`config.mk`:
```
export PLATFORM = sky130hd
export DESIGN_NAME = input_deserializer
export DESIGN_NICKNAME = d
export VERILOG_FILES = /design/src/rtl/input_deserializer.sv
export SDC_FILE = /design/constraint.sdc
export NUM_CORES = 2
export LEC_CHECK = 0
export ABC_AREA = 1
export CAP_MARGIN = 15
export CELL_PAD_IN_SITES_DETAIL_PLACEMENT = 1
export CELL_PAD_IN_SITES_GLOBAL_PLACEMENT = 1
export CORE_UTILIZATION = 35
export CTS_CLUSTER_SIZE = 24
export DETAILED_ROUTE_END_ITERATION = 6
export PLACE_DENSITY_LB_ADDON = 0.1
export SLEW_MARGIN = 40
export SYNTH_ARGS = -nofsm -noshare
export SYNTH_HDL_FRONTEND = slang
export SYNTH_SLANG_ARGS = --single-unit
```
`constraint.sdc`:
```
create_clock -name clk -period 3.6 [get_ports clk]
set_input_delay 0.72 -clock clk [delete_from_list [all_inputs] [get_ports clk]]
set_output_delay 0.72 -clock clk [all_outputs]
set_load 0.05 [all_outputs]
```
`src/rtl/input_deserializer.sv`:
```
`default_nettype none
// ============================================================================
// Module      : input_deserializer
// Description : Packs bus beats (LSB chunk first) into one sample and offers
//               it to the core over valid/ready, pushing back upstream on stall.
// Revision    : 1.0 - initial release
// ============================================================================
module input_deserializer #(
    parameter int INPUT_SIZE_BITS = 784,
    parameter int INPUT_BUS_WIDTH = 64
) (
    input  logic                       clk,
    input  logic                       rst,
    input  logic                       inp_vld,
    input  logic [INPUT_BUS_WIDTH-1:0] inp,
    output logic                       stall,
    output logic                       sample_vld,
    input  logic                       sample_rdy,
    output logic [INPUT_SIZE_BITS-1:0] sample
);

    localparam int c_BEATS     = (INPUT_SIZE_BITS + INPUT_BUS_WIDTH - 1) / INPUT_BUS_WIDTH;
    localparam int c_LAST_BITS = INPUT_SIZE_BITS - INPUT_BUS_WIDTH * (c_BEATS - 1);
    localparam int c_CNT_W     = (c_BEATS > 1) ? $clog2(c_BEATS) : 1;
    localparam logic [c_CNT_W-1:0] c_LAST_BEAT = c_CNT_W'(c_BEATS - 1);

    logic [c_CNT_W-1:0]         r_cnt;
    logic [INPUT_SIZE_BITS-1:0] r_asm;
    logic                       r_full;
    logic [INPUT_SIZE_BITS-1:0] r_out;
    logic                       r_vld;

    logic                       w_accept;
    logic                       w_last;
    logic                       w_slot_free;
    logic [INPUT_SIZE_BITS-1:0] w_asm_next;

    assign w_accept    = inp_vld && !r_full;
    assign w_last      = w_accept && (r_cnt == c_LAST_BEAT);
    assign w_slot_free = !r_vld || sample_rdy;

    // Only the low c_LAST_BITS of the final beat are real data; the rest is padding.
    always_comb begin
        w_asm_next = r_asm;
        for (int j = 0; j < c_BEATS - 1; j++) begin
            if (r_cnt == c_CNT_W'(j)) begin
                w_asm_next[j*INPUT_BUS_WIDTH +: INPUT_BUS_WIDTH] = inp;
            end
        end
        if (r_cnt == c_LAST_BEAT) begin
            w_asm_next[INPUT_BUS_WIDTH*(c_BEATS-1) +: c_LAST_BITS] = inp[c_LAST_BITS-1:0];
        end
    end

    generate
        if (c_LAST_BITS < INPUT_BUS_WIDTH) begin : g_pad
            logic w_pad_unused;
            assign w_pad_unused = ^inp[INPUT_BUS_WIDTH-1:c_LAST_BITS];
        end
    endgenerate

    always_ff @(posedge clk) begin
        if (rst) begin
            r_cnt  <= '0;
            r_asm  <= '0;
            r_full <= 1'b0;
            r_out  <= '0;
            r_vld  <= 1'b0;
        end else begin
            if (w_accept) begin
                r_asm <= w_asm_next;
                r_cnt <= w_last ? '0 : r_cnt + c_CNT_W'(1);
            end

            // r_full implies r_vld, so the slot always drains before the parked sample moves.
            if (w_last && w_slot_free) begin
                r_out <= w_asm_next;
                r_vld <= 1'b1;
            end else if (w_last) begin
                r_full <= 1'b1;
            end else if (r_full && sample_rdy) begin
                r_out  <= r_asm;
                r_full <= 1'b0;
            end else if (r_vld && sample_rdy) begin
                r_vld <= 1'b0;
            end
        end
    end

    assign stall      = r_full;
    assign sample_vld = r_vld;
    assign sample     = r_out;

endmodule
`default_nettype wire
```
* Yosys cells after proc, flatten, opt, wreduce, memory -nomap -nowiden
Index checks and enable logic that the tools add are counted.
** Operators by class
- Add/sub/neg operators :: 1
- Multipliers :: 0
- Divide/modulo/power cells :: 0
- Magnitude comparators :: 0
- Equal/unequal tests :: 14
- Shifts and indexed selects :: 0
- Muxes and demuxes :: 23
- Bitwise gates (word level) :: 1
- Reductions and logical operators :: 15
** Operators with widths (number)
- $mux 784 :: 3
- $mux 64 :: 12
- $eq 4x4->1 const B :: 5
- $eq 4x3->1 const B :: 4
- $mux 16 :: 1
- $eq 4x2->1 const B :: 2
- $mux 1 :: 6
- $reduce_bool 2->1 :: 3
- $logic_and 1x1->1 :: 5
- $add 4x1->4 const B :: 1
- $eq 4x1->1 const B :: 1
- $logic_not 4->1 :: 1
- $mux 4 :: 1
- $reduce_and 2->1 :: 2
- $reduce_and 3->1 :: 1
- $logic_not 1->1 :: 2
- $ne 2x1->1 const B :: 1
- $ne 2x2->1 const B :: 1
- $logic_or 1x1->1 :: 1
- $not 1->1 :: 1
** Storage, ports and cells
- Register bits after elaboration :: 1574
- Latch bits :: 0
- Bits in writable memories :: 0
- Memory bits (read-only) :: 0
- Input bits :: 68
- Output and inout port bits :: 786
- Logic and storage cells :: 59
- Memories kept :: 0

* Longest topological paths before layout
- Depth after elaboration :: 6
- Gate-level depth with buffers :: 11
- Mapped depth without buffers :: 10

* Least setup slack after synthesis
OpenSTA, ideal clock, no wires.
- Kind :: reg-to-reg
- From :: register r_full (netlist: stall)
- To :: register r_asm[725]
- Arrival time :: 1.835 ns
- Data required time :: 3.485 ns
- Path slack :: 1.650 ns
- Stages on the path, launching flop included :: 12
- Path buffers :: 4
- Path through :: dfxtp_1 -> inv_2 -> nand2_2 -> buf_2 -> inv_2 -> buf_2 -> buf_2 -> buf_2 -> nor2_1 -> nor2_1 -> o21ai_0 -> inv_1
** On the way
- Longest elaborated chain between the ends :: 2
** Ends and longest elaborated chain
- from (decl) :: line 29 : logic r_full;
- from (signal assigned) :: line 66 : r_full <= 1'b0;
- from (signal assigned) :: line 80 : r_full <= 1'b1;
- from (signal assigned) :: line 83 : r_full <= 1'b0;
- $logic_not 1->1 :: line 38 : assign w_accept = inp_vld && !r_full;
- $logic_and 1x1->1 :: line 38
- to (signal assigned) :: line 71 : r_asm <= w_asm_next;
- to (decl) :: line 28 : logic [INPUT_SIZE_BITS-1:0] r_asm;
No other way between the ends.
A chain may end at the register's enable or synchronous reset.

* Final worst setup path
- From :: register r_out[271] (netlist: sample[271])
- To :: output port sample[271]
** RTL lines
- from (decl) :: line 30 : logic [INPUT_SIZE_BITS-1:0] r_out;
- from (signal assigned) :: line 77 : r_out <= w_asm_next;
- from (signal assigned) :: line 82 : r_out <= r_asm;
- to (decl) :: line 19 : output logic [INPUT_SIZE_BITS-1:0] sample
No word-level cell between the ends.

==> flow_summary_export.csv <==
group,metric,value,unit
min_path,hp-class,"primary input to flop",
synth,yosysTopAreaCellShare,47.5,%
timing,post-route-period-util,81.8,%
pwr,sw_frac_of_total,25.7,%
global_routing,grt_max_degree,169,
floorplan,pin_count,854,
timing,hold_viol,0,
worst_setup_path,slowest_stage,"clkdlybuf4s50_1",
placed_design,dpl-instance-area,76700,sq um
synth,avgSynthCellArea,6.90,sq um
pwr,p_per_area,485,nW/um^2
synth,synth_most_common_cell,"nand2_1",
finish,drive_gt1_share,4.91,%
synth,synth_warnings,0,
floorplan,rows,159,
finish,final_cell_area,82700,sq um
timing,fin_setup_tns,0,ns
synth,synth.cell_area,66400,sq um
pwr,p_seq_share,46.3,%
clock_network,cts_tree,"yes",
timing,fmaxAchievable,340,MHz
timing,relSlewSlack,39.1,%
worst_setup_path,worst-path-buf-inv,1,
floorplan,die_y,438,um
global_routing,grt_usage,29.0,%
clock_network,postCtsSetupBuffers,0,
timing,worstMarginPinSlew,0.914,ns
pwr,power.leakage,35.1,nW
timing,period_needed,2.94,ns
pwr,switchingPower,10.3,mW
route,first_pass_iters,7,
clock_network,clock_latency,0.83,ns
global_routing,grt_pass1_wl,425,mm
worst_setup_path,path_max_fanout,2,
finish,area_growth,24.6,%
timing,final.setup_skew,0.0236,ns
worst_setup_path,cp_cell_sequence,"clkdlybuf4s50_1",
timing,setup_violations,0,
clock_network,htree_levels,4,
placed_design,place_congestion,0.807,
route,drt-total-wl,288,mm
floorplan,die_area,191000,sq um
synth,synth-edff-count,0,
floorplan,core_area,188000,sq um
synth,synth_common_cells,"nand2_1 (1,647), dfxtp_1 (1,574), nor2_1 (1,554)",
worst_setup_path,cp.arrival,2.22,ns
outcome,status,"complete, but fails checks",
global_routing,overflow,0,
synth,yosysTopAreaCell,"dfxtp_1",
worst_setup_path,path_delay_family,"buffers and inverters",
floorplan,die_w,438,um
clock_network,cts_num_sinks,1574,
global_routing,antenna_found_initial,49,
placed_design,portBuffers,853,
worst_setup_path,required,2.88,ns
pwr,irDropWorstVdd,0.345,mV
route,drt-initial-drc-count,4992,
floorplan,start_util,35.3,%
worst_setup_path,critPathLaunchType,"flop",
synth,yosysSeqAreaShare,47.5,%
worst_setup_path,crit_type,"flop to primary output",
synth,async_reset_ff_share,0,%
pwr,combPwrFrac,7.5,%
worst_setup_path,critPathCaptureType,"primary output",
synth,syn_inst,9625,
global_routing,first_global_vias,66437,
outcome,failed_checks,"design-rule violations",
synth,synth_nets,9697,
synth,synth_area_leaders,"dfxtp_1 (47%), o21ai_0 (12%), nand2_1 (9.3%), nor2_1 (8.8%), nand3_1 (6.1%)",
clock_network,path_clk_slew,0.06,ns
synth,ys_seq_elements,1574,
pwr,p_int,29.8,mW
route,avgRoutedWirePerCell,22.7,um
route,vias_per_cell,5.32,
clock_network,cts_resized,0,
route,drc,159,
synth,ys_types,22,
timing,rsz0062_at_grt,"no",
synth,synth-main-ff-cell,"dfxtp_1",
route,postRouteAntennaNets,0,
clock_network,cts_buffer_depth,3,
route,num_vias,67342,
pwr,clkPwrFrac,46.3,%
clock_network,root_buffer,"clkbuf_16",
clock_network,numCtsBuffers,178,
placed_design,hpwl,183,mm
finish,final_nets,10082,
timing,slew_viol_final,0,
worst_setup_path,cpPeakStageDelay,0.88,ns
job,drv_cap,0,
clock_network,hold_buffers,0,
[path summary, 6_finish.rpt]
| check | startpoint | endpoint | slack, ns | cells after the start |
|---|---|---|---|---|
| max | sample[271]$_SDFFE_PP0P_ | sample[271] | 0.66 | 1 |
| min reg2reg | r_asm[214]$_SDFFE_PP0N_ | sample[214]$_SDFFE_PP0P_ | 0.46 | 2 |
| max reg2reg | r_cnt[0]$_SDFFE_PP0N_ | sample[514]$_SDFFE_PP0P_ | 0.71 | 10 |
| min | rst | sample[441]$_SDFFE_PP0P_ | 0.32 | 2 |
[placed cells by master (no fill, tap or decap), types with 9 or more instances in the layout]
master / n
nand2_1: 1640
dfxtp_1: 1574
nor2_1: 1554
o21ai_0: 1538
clkdlybuf4s50_1: 852
inv_1: 842
nand3_1: 801
a21oi_1: 771
clkbuf_16: 182
buf_4: 128
buf_12: 67
clkbuf_1: 51
clkbuf_8: 43
clkinv_2: 20
diode_2: 18
a211oi_1: 17
inv_2: 14
bufinv_16: 10
nand3_4: 9
[flip-flops by register name, indices dropped and copies added (netlist names)]
signal,cells
r_cnt,4
stall,1
r_asm,784
sample_vld,1
sample,784
[kinds of logic (layout without fill, tap and decap cells)]
family          Yosys count  in the layout  synth area share [%]
simple gates           4016           4016                  24.3
other cells               0             18                     0
compound gates         2326           2326                  17.6
flops                  1574           1574                  47.5
fa+ha+maj                 4              4                0.0754
buf+inv                1703           2225                  10.5
xor+xnor                  2              2                0.0264
[stage by stage]
step / power, mW / worst slack [ns] / hold slack [ns] / util, % / std cells
final: 40.1 / 0.656 / 0.320 / 44.0 / 12660
after global routing: 41.6 / 0.490 / 0.313 / 44.0 / 12643
after CTS: 40.5 / 0.579 / 0.298 / 43.9 / 12640
after detailed placement: 21.9 / 0.649 / 0.470 / 40.8 / 12323
after global placement: 21.7 / 0.659 / 0.458 / 40.8 / 12323
after floorplan: 20.6 / 1.65 / 0.452 / - / 9625
[cell type report]
type / instances / area (sq um)
antenna: 18 / 45.0
multi-input combinational: 6348 / 28000
clock inverter: 41 / 531
tap: 2495 / 3120
clock buffer: 276 / 5340
inverter: 859 / 3230
fill: 23270 / 105000
sequential: 1574 / 31500
timing repair buffer: 1049 / 10900
[routing by layer]
layer  track usage (%)  vias to the layer above  part of all wire, %
met4              15.8                        6                  5.6
met2              47.0                     1762                   46
li1                  -                    31475                    -
met1              37.3                    33588                   43
met5                 0                        -                0.016
met3              3.92                      511                  5.0
[power groups by stage]
stage               logic (mW)  registers [mW]  clock network [mW]
floorplan                 1.90            18.7                   0
global placement          2.81            18.9                   0
detailed placement        3.00            18.9                   0
CTS                       3.03            18.5                18.9
global route              3.40            18.6                19.6
finish                    3.00            18.6                18.6
No activity file was read; power rests on OpenSTA's default activity.
